`src/rtl/alu_div.sv`:
```
// alu_div: sequential radix-2 restoring divider for the cpu2 execute stage.
// One quotient bit per cycle in CALC; FIX applies signs and special cases
// and writes the registered results and ALU-layout flags.
module alu_div #(
  parameter int WIDTH = 32,
  // Flag bit positions, matching the ALU flag byte layout
  parameter int CIDX  = 0,
  parameter int VIDX  = 1,
  parameter int ZIDX  = 2,
  parameter int SIDX  = 3
) (
  input  logic             clk,
  input  logic             reset,
  input  logic             start,
  input  logic             sgn,
  input  logic [WIDTH-1:0] di,
  input  logic [WIDTH-1:0] bi,
  input  logic [7:0]       fi,
  output logic             busy,
  output logic             done,
  output logic [WIDTH-1:0] quo,
  output logic [WIDTH-1:0] rem,
  output logic [7:0]       fo,
  output logic             div0
);

  localparam int CW = $clog2(WIDTH + 1);

  typedef enum logic [1:0] {IDLE, CALC, FIX, DONE} state_t;

  // Operand context captured at launch; untouched until the next accepted start
  typedef struct packed {
    logic [WIDTH-1:0] bmag;   // divisor magnitude
    logic [WIDTH-1:0] draw;   // dividend as given (divide-by-zero remainder)
    logic             qneg;   // negate quotient in FIX
    logic             rneg;   // negate remainder in FIX
    logic             ovf;    // signed MIN / -1
    logic             dz;     // divisor was zero
    logic [7:0]       f;      // incoming flags
  } op_t;

  state_t           state, state_nxt;
  op_t              op;
  logic [CW-1:0]    cnt;
  logic [WIDTH-1:0] pr;       // partial remainder
  logic [WIDTH-1:0] dq;       // dividend bits shifting out, quotient bits shifting in

  logic             accept;
  logic [WIDTH-1:0] di_mag, bi_mag;
  logic [WIDTH:0]   pr_sh, diff;
  logic             borrow;
  logic [WIDTH-1:0] q_fix, r_fix;
  logic [7:0]       fo_fix;

  assign accept = start && (state == IDLE || state == DONE);

  // Launch-time operand magnitudes
  always_comb begin
    di_mag = (sgn && di[WIDTH-1]) ? -di : di;
    bi_mag = (sgn && bi[WIDTH-1]) ? -bi : bi;
  end

  // One restoring step: shift, trial-subtract, borrow decides the quotient bit.
  // pr < bmag always holds, so bit WIDTH of the difference is exactly the borrow.
  always_comb begin
    pr_sh  = {pr, dq[WIDTH-1]};
    diff   = pr_sh - {1'b0, op.bmag};
    borrow = diff[WIDTH];
  end

  // Final results and flags as written in FIX
  always_comb begin
    q_fix = op.dz ? '1     : (op.qneg ? -dq : dq);
    r_fix = op.dz ? op.draw : (op.rneg ? -pr : pr);
    fo_fix       = op.f;
    fo_fix[CIDX] = op.dz;
    fo_fix[VIDX] = op.ovf;
    fo_fix[ZIDX] = (q_fix == '0);
    fo_fix[SIDX] = q_fix[WIDTH-1];
  end

  // State register
  always_ff @(posedge clk or posedge reset) begin
    if (reset) state <= IDLE;
    else       state <= state_nxt;
  end

  // Next-state and status outputs
  always_comb begin
    state_nxt = state;
    busy      = 1'b0;
    done      = 1'b0;
    case (state)
      IDLE: if (start) state_nxt = (bi == '0) ? FIX : CALC;
      CALC: begin
        busy = 1'b1;
        if (cnt == CW'(1)) state_nxt = FIX;
      end
      FIX: begin
        busy      = 1'b1;
        state_nxt = DONE;
      end
      DONE: begin
        done      = 1'b1;
        state_nxt = start ? ((bi == '0) ? FIX : CALC) : IDLE;
      end
      default: state_nxt = IDLE;
    endcase
  end

  // Datapath: capture on accept, iterate in CALC, publish in FIX
  always_ff @(posedge clk or posedge reset) begin
    if (reset) begin
      op   <= '0;
      cnt  <= '0;
      pr   <= '0;
      dq   <= '0;
      quo  <= '0;
      rem  <= '0;
      fo   <= '0;
      div0 <= 1'b0;
    end else begin
      if (accept) begin
        op.bmag <= bi_mag;
        op.draw <= di;
        op.qneg <= sgn & (di[WIDTH-1] ^ bi[WIDTH-1]);
        op.rneg <= sgn & di[WIDTH-1];
        op.ovf  <= sgn && (di == {1'b1, {(WIDTH-1){1'b0}}}) && (bi == '1);
        op.dz   <= (bi == '0);
        op.f    <= fi;
        cnt     <= CW'(WIDTH);
        pr      <= '0;
        dq      <= di_mag;
      end else if (state == CALC) begin
        pr  <= borrow ? pr_sh[WIDTH-1:0] : diff[WIDTH-1:0];
        dq  <= {dq[WIDTH-2:0], ~borrow};
        cnt <= cnt - CW'(1);
      end else if (state == FIX) begin
        quo  <= q_fix;
        rem  <= r_fix;
        fo   <= fo_fix;
        div0 <= op.dz;
      end
    end
  end

endmodule

```
`config.mk`:
```
export PLATFORM = sky130hd
export DESIGN_NAME = alu_div
export DESIGN_NICKNAME = d
export VERILOG_FILES = /design/src/rtl/alu_div.sv
export SDC_FILE = /design/constraint.sdc
export NUM_CORES = 1
export LEC_CHECK = 0
export CAP_MARGIN = 20
export CORE_MARGIN = 2
export CORE_UTILIZATION = 35
export CTS_CLUSTER_DIAMETER = 30
export DETAILED_ROUTE_END_ITERATION = 12
export GPL_ROUTABILITY_DRIVEN = 1
export GPL_TIMING_DRIVEN = 0
export PLACE_DENSITY = 0.64
export SYNTH_ARGS = -nofsm -noshare
export SYNTH_HDL_FRONTEND = slang
export SYNTH_SLANG_ARGS = --single-unit
```
`constraint.sdc`:
```
create_clock -name clk -period 16.9 [get_ports clk]
set_clock_uncertainty 0.15 [all_clocks]
set_input_delay 4.225 -clock clk [delete_from_list [all_inputs] [get_ports clk]]
set_output_delay 4.225 -clock clk [all_outputs]
set_load 0.1 [all_outputs]
```
# --- After elaboration in Yosys (flattened, before gate mapping) ---
# Cells that the tools add are included.
word_totals:
  register_bits: 221
  output_inout_bits: 75
  inputBits: 76
  elab_cells: 68
classes:
  n_reduce_logical: 13
  n_eq_ne: 8
  bitwise: 6
  mux: 20
  addsub: 6
op_table:
  columns: ["op", "count"]
  rows:
  - ["two-way mux 32 bit", 11]
  - ["negator 32 bit", 4]
  - ["== test 32 bit (second input constant)", 2]
  - ["logical NOT 32 bit", 2]
  - ["subtractor 33 x 32 -> 33 bit", 1]
  - ["two-way mux 6 bit", 2]
  - ["two-way mux 2 bit", 4]
  - ["one-hot mux 2 bit (4 select lines)", 1]
  - ["== test 6 x 1 -> 1 bit (second input constant)", 1]
  - ["subtractor 6 x 1 -> 6 bit (second input constant)", 1]
  - ["logical AND 1 bit", 5]
  - ["== test 2 bit (second input constant)", 2]
  - ["!= test 2 bit (second input constant)", 2]
  - ["inverter 1 bit", 3]
  - ["AND reduction 3 bit", 1]
  - ["bitwise AND 1 bit", 2]
  - ["== test 2 x 1 -> 1 bit (second input constant)", 1]
  - ["logical NOT 2 bit", 1]
  - ["two-way mux 1 bit", 2]
  - ["AND reduction 2 bit", 1]
  - ["nonzero test 2 bit", 1]
  - ["OR reduction 2 bit", 1]
  - ["logical OR 1 bit", 1]
  - ["bitwise XOR 1 bit", 1]

# --- Depth between registers and ports, before layout ---
logic_depth:
  word_depth: 5
  mapped_depth: 15

# --- Worst setup path before layout ---
# Ideal clock, no wire load.
synth_timing:
  path_kind: "input-to-reg"
  start: "input port di[10]"
  end: "register dq[29]"
  required_time_ps: 16667
  setup_time_ps: 83
  slack_ps: 9878
  stages: 10
  t_arrival_ps: 6789
  cell_sequence: "or3_1 -> or4_1 -> or4_1 -> or2_2 -> nor4_1 -> nand2b_1 -> o41ai_1 -> xnor2_1 -> nand2_1 -> o21ai_0"
synth_via:
  elab_chain_len: 3
synth_rtl:
  columns: ["item", "line", "text"]
  rows:
  - ["start, declared", "16", "input logic [WIDTH-1:0] di,"]
  - ["negator 32 bit", "59", "di_mag = (sgn && di[WIDTH-1]) ? -di : di;"]
  - ["two-way mux 32 bit", "59", null]
  - ["two-way mux 32 bit", "123", "if (accept) begin"]
  - ["end signal, assigned", "133", "dq <= di_mag;"]
  - ["end signal, assigned", "136", "dq <= {dq[WIDTH-2:0], ~borrow};"]
  - ["end, declared", "46", "logic [WIDTH-1:0] dq;"]
# No other way between the ends.
# A chain may end at the register's enable or synchronous reset.

# --- Final worst setup path ---
layout_timing:
  start: "input port di[11]"
  end: "register dq[29]"
# Same word-level chain as after synthesis.

==> impl_metrics.py <==
metrics = {
    "global_route": {
        "grt_pass1_wl_um": 67300,
        "grt_usage_pct": 20.8,
        "grt_pass1_vias": 12300,
        "gr-total-overflow": 0,
        "antenna_found_initial": 0,
        "grt_max_degree": 128,
    },
    "flow_run": {
        "drv_cap": 0,
    },
    "sta": {
        "tightest_slew_ns": 1.07,
        "slew_headroom_pct": 28.5,
        "clock.fmax_mhz": 136,
        "fin_crit_ns": 7.33,
        "final-max-slew-violation-count": 0,
        "hold_viol_final": 0,
        "setup_viol": 0,
        "rsz0062_at_grt": "no",
        "setup_tns_ns": 0,
        "finalCritPeriodShare_pct": 43.4,
    },
    "critical_path": {
        "worstPathArrival_ns": 7.61,
        "required_ns": 17.17,
        "reg2reg_depth": 14,
        "worstSetupPathType": "primary input to register",
        "r2r_end": "pr[24]",
        "cp-startpoint": "di[11]",
        "crit_fanout": 4,
        "critical_path.reg2reg.startpoint": "dq[31]",
        "crit_path_start_kind": "primary input",
        "end_kind": "register",
        "r2r_slack_ns": 11.93,
    },
    "routing": {
        "via_per_inst": 5.25,
        "first_pass_iters": 6,
        "wl_um": 42900,
        "drcViolationCount": 0,
        "vias": 12300,
        "postRouteAntennaNets": 0,
        "wl_per_cell_um": 18.3,
        "dr.first_iter.drc_count": 772,
    },
    "clock_tree": {
        "clkTransAtPathRegs_ns": 0.05,
        "tritoncts.num_buffers": 56,
        "ctsResizeCount": 0,
        "tritoncts": "done",
        "cts_sinks": 215,
        "cts_setup_buffers": 0,
        "clock_path_buffers": 3,
        "insertion_delay_ns": 0.57,
        "cts-root-buf": "clkbuf_16",
        "hold_buffers": 0,
        "htree_levels": 2,
    },
    "logic_synthesis": {
        "synth_area_per_cell_um2": 8.61,
        "synthDistinctLibCells": 66,
        "synthesis.instances": 1580,
        "ys_ff_latch": 215,
        "yosysWarnings": 0,
        "ys_seq_area_share_pct": 39.5,
        "syn_area_um2": 13600,
        "synth_ff_type": "dfrtp_1",
        "async_flop_share_pct": 100,
        "syn_nets": 1701,
        "synth_edf_count": 0,
    },
    "floorplan": {
        "die_w_um": 201,
        "num_rows": 72,
        "ios": 151,
        "core-area_um2": 38600,
        "die-area_um2": 40500,
        "die_height_um": 201,
        "start_util_pct": 35.3,
    },
    "layout": {
        "layout.nets": 1906,
        "multi_input_area_um2": 7660,
        "stdcell_count": 2348,
        "drive_gt1_share_pct": 8.47,
        "fillers": 3762,
        "area_delta_synth_final_pct": 30.3,
        "regArea_um2": 5380,
    },
    "min_path": {
        "whs_path_depth": 2,
        "whs_endpoint": "fo_fix[6]",
        "min_path_type": "register to register",
        "min_from": "fo_fix[6]",
    },
    "place": {
        "gp_congestion": 0.898,
        "dp_cells": 2245,
        "hpwl_um": 32700,
        "port_buffers": 146,
    },
    "outcome": {
        "status": "finished, final reports clean",
    },
}
## critical path, stage by stage
cell	delay (ns)
clkdlybuf4s50_1	0.54
or3_1	0.45
or4_1	0.45
or4_1	0.43
or2_2	0.33
nor4_1	0.38
nand2b_1	0.17
o41ai_1	0.35
xnor2_1	0.11
nand2_1	0.08
o21ai_0	0.08
## final cells by class
cell class / instances / share of cell area, %
clock inverters: 27 / 2.08
flip-flops and latches: 215 / 30.3
plain buffers: 90 / 2.01
well taps: 518 / 3.65
multi-input cells: 1218 / 43.2
inverters: 57 / 1.25
clock buffers: 75 / 9.09
repair buffers: 147 / 8.39
diodes: 1 / 0.0141
## layer usage
metal | global-route usage [%] | vias up | part of all wire [%]
met2 | 36.5 | 343 | 49
met4 | 5.59 | 0 | 2.2
met1 | 26.8 | 5949 | 45
met3 | 2.90 | 64 | 4.2
met5 | 0 | - | 0
li1 | - | 5979 | -
## through the flow
stage | cell area, um^2 | worst slack (ns) | hold slack [ns] | util [%]
6_report | 17700 | 9.57 | 0.320 | 46.0
3_5_place_dp | 15800 | 9.03 | 0.308 | 40.9
5_1_grt | 17700 | 9.38 | 0.345 | 46.0
2_1_floorplan | 13600 | 6.65 | 0.288 | -
4_1_cts | 17700 | 9.62 | 0.319 | 46.0
3_3_place_gp | 15700 | 3.80 | 0.302 | 40.8
## cell usage in the layout (no fill, tap or decap), drive strengths merged, types with 44 or more instances in the layout
cell type        n
clkbuf         144
o21ai          156
nand2          261
mux2i           55
nor2           114
xnor2           83
dfrtp          215
ha              44
xor2            62
clkdlybuf4s50  146
inv             56
a21oi          101
## flip-flops by register name, indices dropped and copies added (netlist names)
register	count
cnt	6
dq	32
fo	8
fo_fix	6
op	66
pr	32
quo	31
rem	32
state	2
## worst max-delay path by stage
stage | endpoint | cells after the start | slack (ns)
after floorplan | cnt[0] | 1 | 6.65
after global placement | op[58] | 2 | 3.80
after detailed placement | dq[29] | 11 | 9.03
after CTS | dq[29] | 11 | 9.62
after global routing | dq[29] | 11 | 9.38
final | dq[29] | 11 | 9.57
## cell usage after synthesis (3+ instances only)
master	instances	share of area [%]
nor2_1	112	3.1
nand3_1	18	0.66
mux2i_1	55	4.0
mux2_2	27	2.2
a21oi_1	101	3.7
nand2_1	261	7.2
o21ai_1	4	0.15
nor2b_1	9	0.41
buf_2	3	0.11
inv_1	56	1.5
or2_2	8	0.37
or4_1	16	0.88
nand4_1	13	0.60
o21ai_0	152	5.6
a2111oi_0	3	0.19
ha_1	44	4.0
o22ai_1	3	0.14
buf_1	15	0.41
and3_1	10	0.46
or2_1	3	0.14
dfrtp_1	215	40
or3_1	16	0.74
nand2b_1	21	0.97
o31ai_1	29	1.6
o22a_1	12	0.77
nor3_1	17	0.63
and2_1	4	0.18
or3_4	3	0.25
xor2_1	62	4.0
o21bai_1	4	0.22
xnor2_1	83	5.3
a31oi_1	22	1.0
o41ai_1	15	0.97
nor4_1	14	0.64
o211ai_1	9	0.50
a211oi_1	18	0.99
o21a_1	3	0.17
clkbuf_1	69	1.9
a21o_1	13	0.72
and4_1	3	0.19
## cells by family after synthesis
group	after synthesis	share of synthesized area (%)
AOI/OAI and AO/OA	410	18.6
xor gates and xnor gates	145	9.33
adders and majority gates	45	4.19
buffers and inverters	147	4.19
DFF	215	39.5
muxes	82	6.28
and+or+nand+nor	536	17.9
Power is left out: the tool's default activity adds up to more than one toggle a clock period on the data nets, which glitch-free logic cannot reach.
